`config.mk`:
```
export PLATFORM = sky130hd
export DESIGN_NAME = lsu
export DESIGN_NICKNAME = d
export VERILOG_FILES = /design/src/rtl/lsu_pkg.sv /design/src/rtl/lsu_lane_align.sv /design/src/rtl/lsu.sv
export SDC_FILE = /design/constraint.sdc
export NUM_CORES = 1
export LEC_CHECK = 0
export ABC_AREA = 1
export ABC_CLOCK_PERIOD_IN_PS = 3600
export CAP_MARGIN = 10
export CORE_MARGIN = 2
export CORE_UTILIZATION = 40
export DETAILED_ROUTE_END_ITERATION = 16
export PLACE_DENSITY_LB_ADDON = 0.12
export SLEW_MARGIN = 20
export SYNTH_ARGS = -nofsm -noshare
export SYNTH_HDL_FRONTEND = slang
export SYNTH_SLANG_ARGS = --single-unit
```
`constraint.sdc`:
```
create_clock -name clk_i -period 3.6 [get_ports clk_i]
set_input_delay 0.36 -clock clk_i [delete_from_list [all_inputs] [get_ports clk_i]]
set_output_delay 0.36 -clock clk_i [all_outputs]
set_load 0.02 [all_outputs]
```
`src/rtl/lsu_pkg.sv`:
```
// lsu_pkg: shared types and constants for the load/store unit
`timescale 1ns/1ps
package lsu_pkg;
   localparam int X_LEN          = 32;
   localparam int BYTES_PER_WORD = 4;
   localparam int OFF_W          = $clog2(BYTES_PER_WORD);
   typedef enum logic [1:0] {
      SZ_B = 2'b00,
      SZ_H = 2'b01,
      SZ_W = 2'b10
   } size_e;
   typedef enum logic [1:0] {
      IDLE   = 2'b00,
      RMW_WR = 2'b01,
      RESP   = 2'b10
   } state_e;
endpackage

```
`src/rtl/lsu_lane_align.sv`:
```
// lsu_lane_align: load lane select/extend and sub-word store merge into an old word
`timescale 1ns/1ps
module lsu_lane_align
   import lsu_pkg::*;
(
   input  logic [1:0]       i_size,
   input  logic             i_unsigned,
   input  logic [OFF_W-1:0] i_off,
   input  logic [X_LEN-1:0] i_old,
   input  logic [X_LEN-1:0] i_wdata,
   output logic [X_LEN-1:0] o_load,
   output logic [X_LEN-1:0] o_merged
);
   function automatic logic [X_LEN-1:0] load_ext(logic [X_LEN-1:0] w, logic [1:0] sz, logic [OFF_W-1:0] off, logic uns);
      logic [7:0]  b;
      logic [15:0] h;
      b = 8'(w >> {off, 3'b000});
      h = off[1] ? w[31:16] : w[15:0];
      return (sz == SZ_B) ? {{24{~uns & b[7]}}, b} : (sz == SZ_H) ? {{16{~uns & h[15]}}, h} : w;
   endfunction
   function automatic logic [X_LEN-1:0] merge(logic [X_LEN-1:0] old, logic [X_LEN-1:0] wd, logic [1:0] sz, logic [OFF_W-1:0] off);
      logic [4:0]       sh;
      logic [X_LEN-1:0] m;
      sh = (sz == SZ_B) ? {off, 3'b000} : {off[1], 4'b0000};
      m  = ((sz == SZ_B) ? 32'h0000_00FF : 32'h0000_FFFF) << sh;
      return (sz == SZ_W) ? wd : (old & ~m) | ((wd << sh) & m);
   endfunction
   // pure lane steering, no state
   always_comb begin
      o_load   = load_ext(i_old, i_size, i_off, i_unsigned);
      o_merged = merge(i_old, i_wdata, i_size, i_off);
   end
endmodule

```
`src/rtl/lsu.sv`:
```
// lsu: load/store unit with alignment check and read-modify-write sub-word stores
`timescale 1ns/1ps
module lsu
   import lsu_pkg::*;
(
   input  logic             clk_i,
   input  logic             rst_i,
   input  logic             req_valid_i,
   output logic             req_ready_o,
   input  logic             req_we_i,
   input  logic [1:0]       req_size_i,
   input  logic             req_unsigned_i,
   input  logic [X_LEN-1:0] req_addr_i,
   input  logic [X_LEN-1:0] req_wdata_i,
   output logic             resp_valid_o,
   output logic             resp_err_o,
   output logic [X_LEN-1:0] resp_rdata_o,
   output logic             mem_we_o,
   output logic [X_LEN-1:0] mem_addr_o,
   output logic [X_LEN-1:0] mem_wdata_o,
   input  logic [X_LEN-1:0] mem_rdata_i
);
   state_e           r_state;
   logic             r_err;
   logic [X_LEN-1:0] r_rdata;
   logic [X_LEN-1:0] r_addr;
   logic [X_LEN-1:0] r_wdata;
   logic             w_idle;
   logic             w_acc;
   logic             w_err;
   logic             w_word_st;
   logic             w_sub_st;
   logic             w_rmw;
   logic [X_LEN-1:0] w_waddr;
   logic [X_LEN-1:0] w_load;
   logic [X_LEN-1:0] w_merged;

   assign w_idle    = r_state == IDLE;
   assign w_rmw     = r_state == RMW_WR;
   assign w_acc     = w_idle & req_valid_i;
   assign w_err     = (req_size_i == 2'b11) | ((req_size_i == SZ_H) & req_addr_i[0]) | ((req_size_i == SZ_W) & (req_addr_i[1:0] != 2'b00));
   assign w_word_st = req_we_i & (req_size_i == SZ_W) & ~w_err;
   assign w_sub_st  = req_we_i & (req_size_i != SZ_W) & ~w_err;
   assign w_waddr   = {req_addr_i[X_LEN-1:2], 2'b00};

   assign req_ready_o  = w_idle;
   assign resp_valid_o = r_state == RESP;
   assign resp_err_o   = r_err;
   assign resp_rdata_o = r_rdata;
   assign mem_we_o     = ~rst_i & (w_rmw | (w_acc & w_word_st));
   assign mem_addr_o   = w_rmw ? r_addr : w_waddr;
   assign mem_wdata_o  = w_rmw ? r_wdata : req_wdata_i;

   lsu_lane_align u_align (
      .i_size     (req_size_i),
      .i_unsigned (req_unsigned_i),
      .i_off      (req_addr_i[OFF_W-1:0]),
      .i_old      (mem_rdata_i),
      .i_wdata    (req_wdata_i),
      .o_load     (w_load),
      .o_merged   (w_merged)
   );

   // request FSM: accept in IDLE, optional RMW write cycle, one-cycle response
   always_ff @(posedge clk_i or posedge rst_i)
      if (rst_i) begin
         r_state <= IDLE;
         r_err   <= 1'b0;
         r_rdata <= '0;
         r_addr  <= '0;
         r_wdata <= '0;
      end else
         case (r_state)
            IDLE:
               if (req_valid_i) begin
                  r_err   <= w_err;
                  r_rdata <= (w_err | req_we_i) ? '0 : w_load;
                  r_addr  <= w_waddr;
                  r_wdata <= w_merged;
                  r_state <= w_sub_st ? RMW_WR : RESP;
               end
            RMW_WR:
               r_state <= RESP;
            RESP: begin
               r_state <= IDLE;
               r_err   <= 1'b0;
               r_rdata <= '0;
            end
            default:
               r_state <= IDLE;
         endcase
endmodule

```
==> results of run 1 <==
area by class of cell:
cell class	count	area share (%)
clock buffer	11	3.097
clock inverter	5	0.4752
inverter	85	3.940
multi-input combinational	591	34.08
sequential	97	29.74
tap	180	2.759
timing repair buffer	215	25.91
metal layers:
layer / vias to the layer above / wire length, um / global-route usage (%)
met2: 253 / 8274 / 37.30
met3: 28 / 1591 / 4.853
met5: - / 0 / 0
li1: 3029 / - / -
met4: 0 / 415 / 8.989
met1: 2714 / 8491 / 33.97
power by group:
group	leakage [uW]	internal (uW)	switching (uW)	total [uW]
registers	0.00121	1250	71.5	1320
logic	0.00255	386	515	901
clock network	0.000142	510	437	948
final timing paths:
check                      slack, ns                      endpoint
max                             0.67               mem_wdata_o[21]
min                             0.45       r_wdata[15]$_DFFE_PP0P_
max reg2reg                     1.67   resp_rdata_o[9]$_DFFE_PP0P_
min reg2reg                     0.48   resp_rdata_o[3]$_DFFE_PP0P_
max in group asynchronous       2.35  resp_rdata_o[20]$_DFFE_PP0P_
min in group clk_i              0.48   resp_rdata_o[3]$_DFFE_PP0P_
stage by stage:
step                utilization, %  area, um^2  total power (uW)
finish                       58.35        8162              3169
CTS                          58.35        8162              3194
global placement             56.26        7870              2229
floorplan                        -        5777              1833
global route                 58.35        8162              3339
detailed placement           56.26        7870              2237
state kept, by name (all words and copies together) (netlist names):
register,flops
r_addr,30
r_wdata,32
resp_rdata_o,32
r_state,2
resp_err_o,1
worst reg2reg max path: cells and delay by family, from the launching register on:
kind / cells / cell delay, ns
flops: 1 / 0.43
simple gates: 4 / 0.65
compound gates: 1 / 0.21
buf+inv: 2 / 0.56
cell usage after synthesis, drive strengths merged:
cell,instances
o21ai,103
nand3b,1
inv,85
o211ai,16
nor2,53
buf,34
nor3,1
a21oi,89
dfrtp,97
nand3,35
mux2,16
nand4,17
clkbuf,18
nor4,1
nand2,257
conb,1
cell families after synthesis:
group	after synthesis	synth area share [%]
mux	16	3.121
other cells	1	0.06496
compound gates	208	18.79
flops	97	42.05
simple gates	365	26.01
buf+inv	137	9.969
==> run metrics, run 1 <==
share of the synthesized area in the top cell type=42.05%; Area growth, synth to finish=41.37%; top post-synthesis cells by area=dfrtp_1, nand2_1, o21ai_0; largest net degree at the start of global routing=83; hold buffer count at CTS=0; critical path arrival=2.57 ns; multi-input logic area=2781 um^2; Detailed Route Iter0 Violations=439; hold_ws=0.4529 ns; Setup TNS Final=0 ns; # Max-Cap Violations=0; maximum clock frequency=341.7 MHz; Distinct cells, synth=24; Period minus WS final=2.926 ns; via count=6,024; Max H-tree Level=3; setup repair bufs after CTS=0; synth warn=0; unrepaired setup endpoints after global routing=no; num rows=43; Final nets=1,102; initial antenna violation count=0; total grt overflow=0; Critical Path Start Type=flop; Cell Area, Synth=5773 um^2; Post-Synthesis Cells=824; post-synth top area cell=dfrtp_1; worst reg2reg path depth=7; clock-pin slew on the worst setup and hold paths=0.07 ns; Reg area=2427 um^2; worst r2r src=r_state[0]$_DFFE_PP0P_; CP max FO=70; Tcrit/Tclk final=81.29%; Routed wire per std cell=15.86 um; Mean Syn Cell Area=7.006 um^2; Cell Count, Final, Fillers Out=1,184; post-synthesis sequential area ratio=42.05%; Die ar.=15,410 um^2; die width=124.1 um; Crit. Startpoint=r_state[0]$_DFFE_PP0P_; most common cell after layout, fill and taps aside=nand2_1; clock sink total=97; slowest cell delay on critical path=0.54 ns; Initial Utilization=41.27%; GPL Wtd Cong=0.9431; Largest delay share family, worst path=buffers and inverters; Fin Clk Skew=0.01017 ns; DRT Wirelength=18,770 um; post-CTS sizing=0; Final setup viols=0; Setup CP Type=flop to primary output; vias in the first global route=5,448; worst endpoint required time=3.24 ns; share of post-route cells with drive strength above 1=6.076%; crit path buf inv count=2; Core ar.=13,990 um^2; status=finished clean; FILL cells=1,341; Tightest Pin Transition=0.9964 ns; setup ws final=0.6737 ns; min-delay worst type=input pin to asynchronous set/reset pin; first-pass GRT wire length=28,700 um; DR DRC count=0; Clock Path Buffers=2; IO Pins=203; GRT Total Usage=24.31%; power per cell area=388.3 nW/um^2; Lkg Pwr=0.003894 uW; commonest non-fill, non-tap cells in the layout=nand2_1, clkdlybuf4s50_1, o21ai_0; Inserted Diodes=0; hold violation total from the final report=0; Max Slew Vio Count=0; Rel. slew slack=33.50%; Num CTS Buffers=9; hpwl dp=13,720 um; #FFs+latches synth=97; DRT Pass-1 Iters=6; Placed Cells=1,168; CTS tree=built; VDD IR max=0.2057 mV; later-pin clock latency in the skew report=0.36 ns; Port Buffers=200; Die H=124.1 um; Post-Place Setup Slack=0.9049 ns; Stages on worst setup path=4; CP cell instances=nand2_4 > buf_4 > mux2_2 > clkdlybuf4s50_1; drt via density=5.088; Critical Path Slowest Stage Cell=clkdlybuf4s50_1; CP Capture Type=primary output; Antenna Nets Post-Route=0; CTS root buf=clkbuf_16
(Power assumes the default switching activity.)
==> run 2, diff against run 1 <==
--- a/config.mk
+++ b/config.mk
@@ -6,7 +6,7 @@
 export NUM_CORES = 1
 export LEC_CHECK = 0
 export ABC_AREA = 1
-export ABC_CLOCK_PERIOD_IN_PS = 3600
+export ABC_CLOCK_PERIOD_IN_PS = 2700
 export CAP_MARGIN = 10
 export CORE_MARGIN = 2
 export CORE_UTILIZATION = 40
==> constraint.sdc (replaced) <==
create_clock -name clk_i -period 2.7 [get_ports clk_i]
set_input_delay 0.27 -clock clk_i [delete_from_list [all_inputs] [get_ports clk_i]]
set_output_delay 0.27 -clock clk_i [all_outputs]
set_load 0.02 [all_outputs]
==> run 2 against run 1 <==
First-iteration DRC count up 15%. Largest cell class unchanged. Die area did not move. Critical path type unchanged. Sequential power up 33%. Non-clock buffer count up 2.
==> run metrics, run 2 (synthesis results as in run 1) <==
via count=6,049 (was 6,024); initial antenna violation count=0 (unchanged); Largest delay share family, worst path=buffers and inverters (unchanged); Final nets=1,104 (was 1,102); Area growth, synth to finish=42.35% (was 41.37%); power per cell area=527.2 nW/um^2 (was 388.3 nW/um^2); Critical Path Start Type=flop (unchanged); Final setup viols=0 (unchanged); Die H=124.1 um (unchanged); grt met2 use=39.82% (was 37.30%); GR peak layer=met2 (unchanged); GRT Total Usage=24.62% (was 24.31%); CP max FO=27 (was 70); vias in the first global route=5,490 (was 5,448); DRT Pass-1 Iters=6 (unchanged); met3 usage=6.044% (was 4.853%); Die ar.=15,410 um^2 (unchanged); Antenna Nets Post-Route=0 (unchanged); Critical Path Slowest Stage Cell=clkdlybuf4s50_1 (unchanged); hold buffer count at CTS=0 (unchanged); final core occ=58.75% (was 58.35%); setup repair bufs after CTS=0 (unchanged); VDD IR max=0.2979 mV (was 0.2057 mV); min-delay worst type=input pin to asynchronous set/reset pin (unchanged); Initial Utilization=41.27% (unchanged); share of post-route cells with drive strength above 1=5.982% (was 6.076%); Reg area=2427 um^2 (unchanged); Detailed Route Iter0 Violations=503 (was 439); crit path buf inv count=2 (unchanged); Fin Clk Skew=0.006528 ns (was 0.01017 ns); Tightest Pin Transition=0.7520 ns (was 0.9964 ns); Port Buffers=200 (unchanged); Clock Path Buffers=2 (unchanged); num rows=43 (unchanged); Core ar.=13,990 um^2 (unchanged); sw power=1324 uW (was 1024 uW); drt via density=5.113 (was 5.088); maximum clock frequency=390.1 MHz; Max Slew Vio Count=0 (unchanged); Inserted Diodes=0 (unchanged); total grt overflow=0 (unchanged); critical path arrival=2.29 ns (was 2.57 ns); Tcrit/Tclk final=94.94%; largest net degree at the start of global routing=83 (unchanged); Internal Pwr Total=3009 uW (was 2145 uW); GPL Wtd Cong=0.9438 (was 0.9431); slowest cell delay on critical path=0.54 ns (about the same); Period minus WS final=2.563 ns; Max H-tree Level=3 (unchanged); Setup CP Type=flop to primary output (unchanged); status=finished clean (unchanged); CP cell instances=nand2_4 > buf_4 > mux2_2 > clkdlybuf4s50_1 (unchanged); clock-pin slew on the worst setup and hold paths=0.06 ns (was 0.07 ns); commonest non-fill, non-tap cells in the layout=nand2_1, clkdlybuf4s50_1, o21ai_0 (unchanged); Setup TNS Final=0 ns (unchanged); switching part of the total=30.57% (was 32.31%); Seq pwr share=40.6% (was 41.7%); hold violation total from the final report=0 (unchanged); IO Pins=203 (unchanged); hpwl dp=14,010 um (was 13,720 um); Rel. slew slack=49.86% (was 33.50%); CTS tree=built (unchanged); worst endpoint required time=2.43 ns (was 3.24 ns); most common cell after layout, fill and taps aside=nand2_1 (unchanged); FILL cells=1,339 (was 1,341); multi-input logic area=2781 um^2 (unchanged); CP Capture Type=primary output (unchanged); first-pass GRT wire length=29,010 um (was 28,700 um); grt met1 use=32.90% (was 33.97%); combinational share of power=27.9% (was 28.4%); unrepaired setup endpoints after global routing=no (unchanged); # Max-Cap Violations=0 (unchanged); later-pin clock latency in the skew report=0.36 ns (about the same); post-CTS sizing=0 (unchanged); Num CTS Buffers=9 (unchanged); DR DRC count=0 (unchanged); Routed wire per std cell=15.86 um (about the same); Clk pwr share=31.5% (was 29.9%); CTS root buf=clkbuf_16 (unchanged); DRT Wirelength=18,760 um (was 18,770 um); Lkg Pwr=0.003915 uW (was 0.003894 uW); clock sink total=97 (unchanged); die width=124.1 um (unchanged)
[run 2: changes by cell type in the layout (fill, tap and decap cells not counted), sizes merged]
cell,change
inv,-2
clkbuf,-1
clkinvlp,+1
bufinv,+2
clkinv,-3
buf,+2
[run 2: area by class of cell]
class	count	share of cell area [%]
Clock buffer	10	2.908
Timing Repair Buffer	217	26.22
Sequential cell	97	29.54
Inverter	85	3.928
Multi-Input combinational cell	591	33.85
Tap cell	180	2.741
Clock inverter	3	0.8222
[run 2: final timing paths]
kind                                             startpoint                      endpoint  depth (start not counted)  slack, ns
worst max-delay path                 r_state[0]$_DFFE_PP0P_               mem_wdata_o[24]                          4       0.14
worst min-delay path                                  rst_i        r_addr[12]$_DFFE_PP0P_                          2       0.36
worst max register to register       r_state[0]$_DFFE_PP0P_  resp_rdata_o[29]$_DFFE_PP0P_                          7       0.96
worst min register to register  resp_rdata_o[4]$_DFFE_PP0P_   resp_rdata_o[4]$_DFFE_PP0P_                          2       0.48
max in group asynchronous                             rst_i   resp_rdata_o[5]$_DFFE_PP0P_                          3       1.64
min in group clk_i              resp_rdata_o[4]$_DFFE_PP0P_   resp_rdata_o[4]$_DFFE_PP0P_                          2       0.48
[run 2: routing by layer]
| layer | wire, um | part of all wire (%) | vias up |
|---|---|---|---|
| li1 | - | - | 3022 |
| met1 | 8170 | 44 | 2742 |
| met2 | 8673 | 46 | 255 |
| met3 | 1584 | 8.4 | 30 |
| met4 | 328 | 1.7 | 0 |
| met5 | 0 | 0 | - |
[run 2: power by group through the flow]
stage / clock network, uW / logic [uW] / registers, uW
floorplan: 0 / 643 / 1800
global placement: 0 / 1200 / 1780
detailed placement: 0 / 1210 / 1780
CTS: 1390 / 1220 / 1760
global route: 1450 / 1340 / 1780
finish: 1360 / 1210 / 1760
[run 2: worst register-to-register path, cell delays in order, from the launching register on]
cell     delay [ns]
dfrtp_1        0.44
nor2_1         0.17
nand2_2        0.08
buf_4          0.29
nor2_4         0.17
buf_4          0.27
nand4_1        0.18
nand2_1        0.10
[run 2: through the flow]
step	power (uW)	worst slack, ns	instances	area, um^2	hold slack [ns]
final	4333	0.1367	1183	8218	0.3636
after global routing	4572	0.007889	1183	8218	0.4234
after CTS	4369	0.1081	1183	8218	0.3779
after detailed placement	2992	0.2242	1170	7911	0.4672
after global placement	2977	0.2370	1170	7911	0.4644
after floorplan	2445	0.7973	825	5781	0.3910
==> run 3, diff against run 2 <==
--- a/config.mk
+++ b/config.mk
@@ -15,4 +15,5 @@
 export SLEW_MARGIN = 20
 export SYNTH_ARGS = -nofsm -noshare
 export SYNTH_HDL_FRONTEND = slang
+export SYNTH_HIERARCHICAL = 1
 export SYNTH_SLANG_ARGS = --single-unit
==> run 3 against run 2 <==
Critical path type unchanged. Final cell count up 15%. Combinational power up 9.9%. Area after synthesis up 10%.
==> run metrics, run 3 <==
share of the synthesized area in the top cell type=38.18% (was 42.05%); count leader, synth=nand2_1 (unchanged); setup repair bufs after CTS=0 (unchanged); Initial Utilization=40.46% (was 41.27%); critical path arrival=2.28 ns (was 2.29 ns); Fin Clk Skew=0.005174 ns (was 0.006528 ns); initial antenna violation count=0 (unchanged); Die H=130.1 um (was 124.1 um); FILL cells=1,593 (was 1,339); r2r endpoint=resp_rdata_o[17]$_DFFE_PP0P_ (was resp_rdata_o[29]$_DFFE_PP0P_); Max Slew Vio Count=0 (unchanged); post-synth top area cell=dfrtp_1 (unchanged); power per cell area=518.7 nW/um^2 (was 527.2 nW/um^2); GRT Total Usage=23.38% (was 24.62%); Core ar.=15,710 um^2 (was 13,990 um^2); Setup TNS Final=0 ns (unchanged); CP Capture Type=primary output (unchanged); Max H-tree Level=3 (unchanged); drt via density=4.834 (was 5.113); CTS root buf=clkbuf_16 (unchanged); top post-synthesis cells by area=dfrtp_1, nand2_1, inv_1 (was dfrtp_1, nand2_1, o21ai_0); Port Buffers=200 (unchanged); Rel. slew slack=51.93% (was 49.86%); VDD IR max=0.3764 mV (was 0.2979 mV); most common cell after layout, fill and taps aside=nand2_1 (unchanged); maximum clock frequency=392.8 MHz (was 390.1 MHz); Inserted Diodes=0 (unchanged); unrepaired setup endpoints after global routing=no (unchanged); Area growth, synth to finish=37.67% (was 42.35%); status=finished clean (unchanged); hpwl dp=14,340 um (was 14,010 um); clock sink total=97 (unchanged); clock-pin slew on the worst setup and hold paths=0.07 ns (was 0.06 ns); later-pin clock latency in the skew report=0.36 ns (about the same); via count=6,594 (was 6,049); first-pass GRT wire length=30,840 um (was 29,010 um); worst r2r src=r_state[0]$_DFFE_PP0P_ (unchanged); GPL Wtd Cong=0.9053 (was 0.9438); CTS tree=built (unchanged); Final setup viols=0 (unchanged); commonest non-fill, non-tap cells in the layout=nand2_1, clkdlybuf4s50_1, inv_1 (was nand2_1, clkdlybuf4s50_1, o21ai_0); Tcrit/Tclk final=94.29% (was 94.94%); worst endpoint required time=2.43 ns (about the same); IO Pins=203 (unchanged); synth warn=6 (was 0); #FFs+latches synth=97 (unchanged); Antenna Nets Post-Route=0 (unchanged); Detailed Route Iter0 Violations=438 (was 503); Period minus WS final=2.546 ns (was 2.563 ns); Critical Path Start Type=flop (unchanged); largest net degree at the start of global routing=98 (was 83); total grt overflow=0 (unchanged); Post-synth EDFFs=0 (unchanged); Distinct cells, synth=22 (was 24); num rows=46 (was 43); # Max-Cap Violations=0 (unchanged); DR DRC count=0 (unchanged); vias in the first global route=5,965 (was 5,490); CP max FO=44 (was 27); DRT Wirelength=19,600 um (was 18,760 um); Num CTS Buffers=9 (unchanged); reg2reg setup slack=0.83 ns (was 0.96 ns); Tightest Pin Transition=0.7194 ns (was 0.7520 ns); worst reg2reg path depth=7 (unchanged); hold violation total from the final report=0 (unchanged); min-delay worst type=input pin to asynchronous set/reset pin (unchanged); Cell Area, Synth=6357 um^2 (was 5773 um^2); Commonest cells post-synth=nand2_1, inv_1, dfrtp_1 (was nand2_1, o21ai_0, dfrtp_1); top_reg_cell synth=dfrtp_1 (unchanged); Post-Synthesis Cells=976 (was 824); post-synthesis sequential area ratio=38.18% (was 42.05%); DRT Pass-1 Iters=6 (unchanged); Post-synth ARST share=100.0% (unchanged); Die ar.=16,920 um^2 (was 15,410 um^2); Final nets=1,246 (was 1,104); hold_ws=0.4120 ns (was 0.3636 ns); Mean Syn Cell Area=6.514 um^2 (was 7.006 um^2); Clock Path Buffers=2 (unchanged); die width=130.1 um (was 124.1 um); Lkg Pwr=0.004385 uW (was 0.003915 uW); Setup CP Type=flop to primary output (unchanged); Routed wire per std cell=14.37 um (was 15.86 um); share of post-route cells with drive strength above 1=4.617% (was 5.982%)
[run 3: cell count changes in the layout (fill, tap and decap cells not counted), moves of 6 or more]
| cell | delta |
|---|---|
| inv_1 | +46 |
| nand2_1 | +153 |
| o211ai_1 | +6 |
| o21ai_1 | +60 |
| mux2_2 | -13 |
| nand4_1 | -17 |
| nor2_1 | -30 |
| a21oi_1 | -48 |
| o21ai_0 | -8 |
| nand3_1 | -8 |
[run 3: cell type report]
class	instances	area, um^2	share of cell area (%)
clock buffer	11	252.7	2.888
clock inverter	5	85.08	0.9721
inverter	132	501.7	5.733
multi-input combinational	689	3067	35.04
sequential	97	2427	27.73
tap	216	270.3	3.088
timing repair buffer	214	2148	24.55
[run 3: layer usage]
layer  GRT usage, %  part of all wire [%]  vias to the layer above
li1               -                     -                     3364
met1          34.39                    46                     2989
met2          34.96                    44                      221
met3          3.977                   7.7                       20
met4          7.653                   1.7                        0
met5              0                     0                        -
[run 3: worst max-delay path by stage]
stage	startpoint	endpoint	slack, ns	depth (start not counted)
2_1_floorplan	r_state[1]$_DFFE_PP0P_	mem_addr_o[11]	1.04	5
3_3_place_gp	req_addr_i[0]	resp_rdata_o[23]$_DFFE_PP0P_	0.37	10
3_5_place_dp	req_addr_i[0]	resp_rdata_o[19]$_DFFE_PP0P_	0.33	10
4_1_cts	r_state[1]$_DFFE_PP0P_	mem_wdata_o[12]	0.03	6
5_1_grt	r_state[1]$_DFFE_PP0P_	mem_addr_o[20]	0.05	5
6_report	r_state[1]$_DFFE_PP0P_	mem_wdata_o[13]	0.15	5
[run 3: critical path, stage by stage (launching register included)]
cell             delay, ns
dfrtp_1               0.41
inv_1                 0.18
nand2_8               0.20
buf_6                 0.24
o21ai_0               0.22
clkdlybuf4s50_1       0.65
[run 3: cells by family after synthesis]
| logic type | count (synthesis) | synth area share, % |
|---|---|---|
| simple gates | 466 | 29.23 |
| other cells | 1 | 0.05899 |
| flops | 97 | 38.18 |
| compound gates | 218 | 18.07 |
| mux | 3 | 0.5314 |
| buf+inv | 191 | 13.93 |
[run 3: per-stage QoR]
stage / cell area, um^2 / util [%] / worst slack (ns) / power (uW) / instances
after detailed placement: 8402 / 53.47 / 0.3298 / 3096 / 1348
after global placement: 8402 / 53.47 / 0.3666 / 3080 / 1348
final: 8752 / 55.70 / 0.1542 / 4540 / 1364
after floorplan: 6365 / - / 1.044 / 2555 / 977
after global routing: 8752 / 55.70 / 0.04537 / 4801 / 1364
after CTS: 8740 / 55.62 / 0.03153 / 4582 / 1364
[run 3: timing repair]
action / CTS / global route
hold buffers: 0 / 0
setup endpoints to repair: 0 / 18
resized for setup: 0 / 2
[run 3: report_power, final]
part           internal [uW]  leakage [uW]  switching, uW
Combinational            550       0.00298            779
Clock                    872      0.000168            599
Sequential              1660       0.00124           75.8
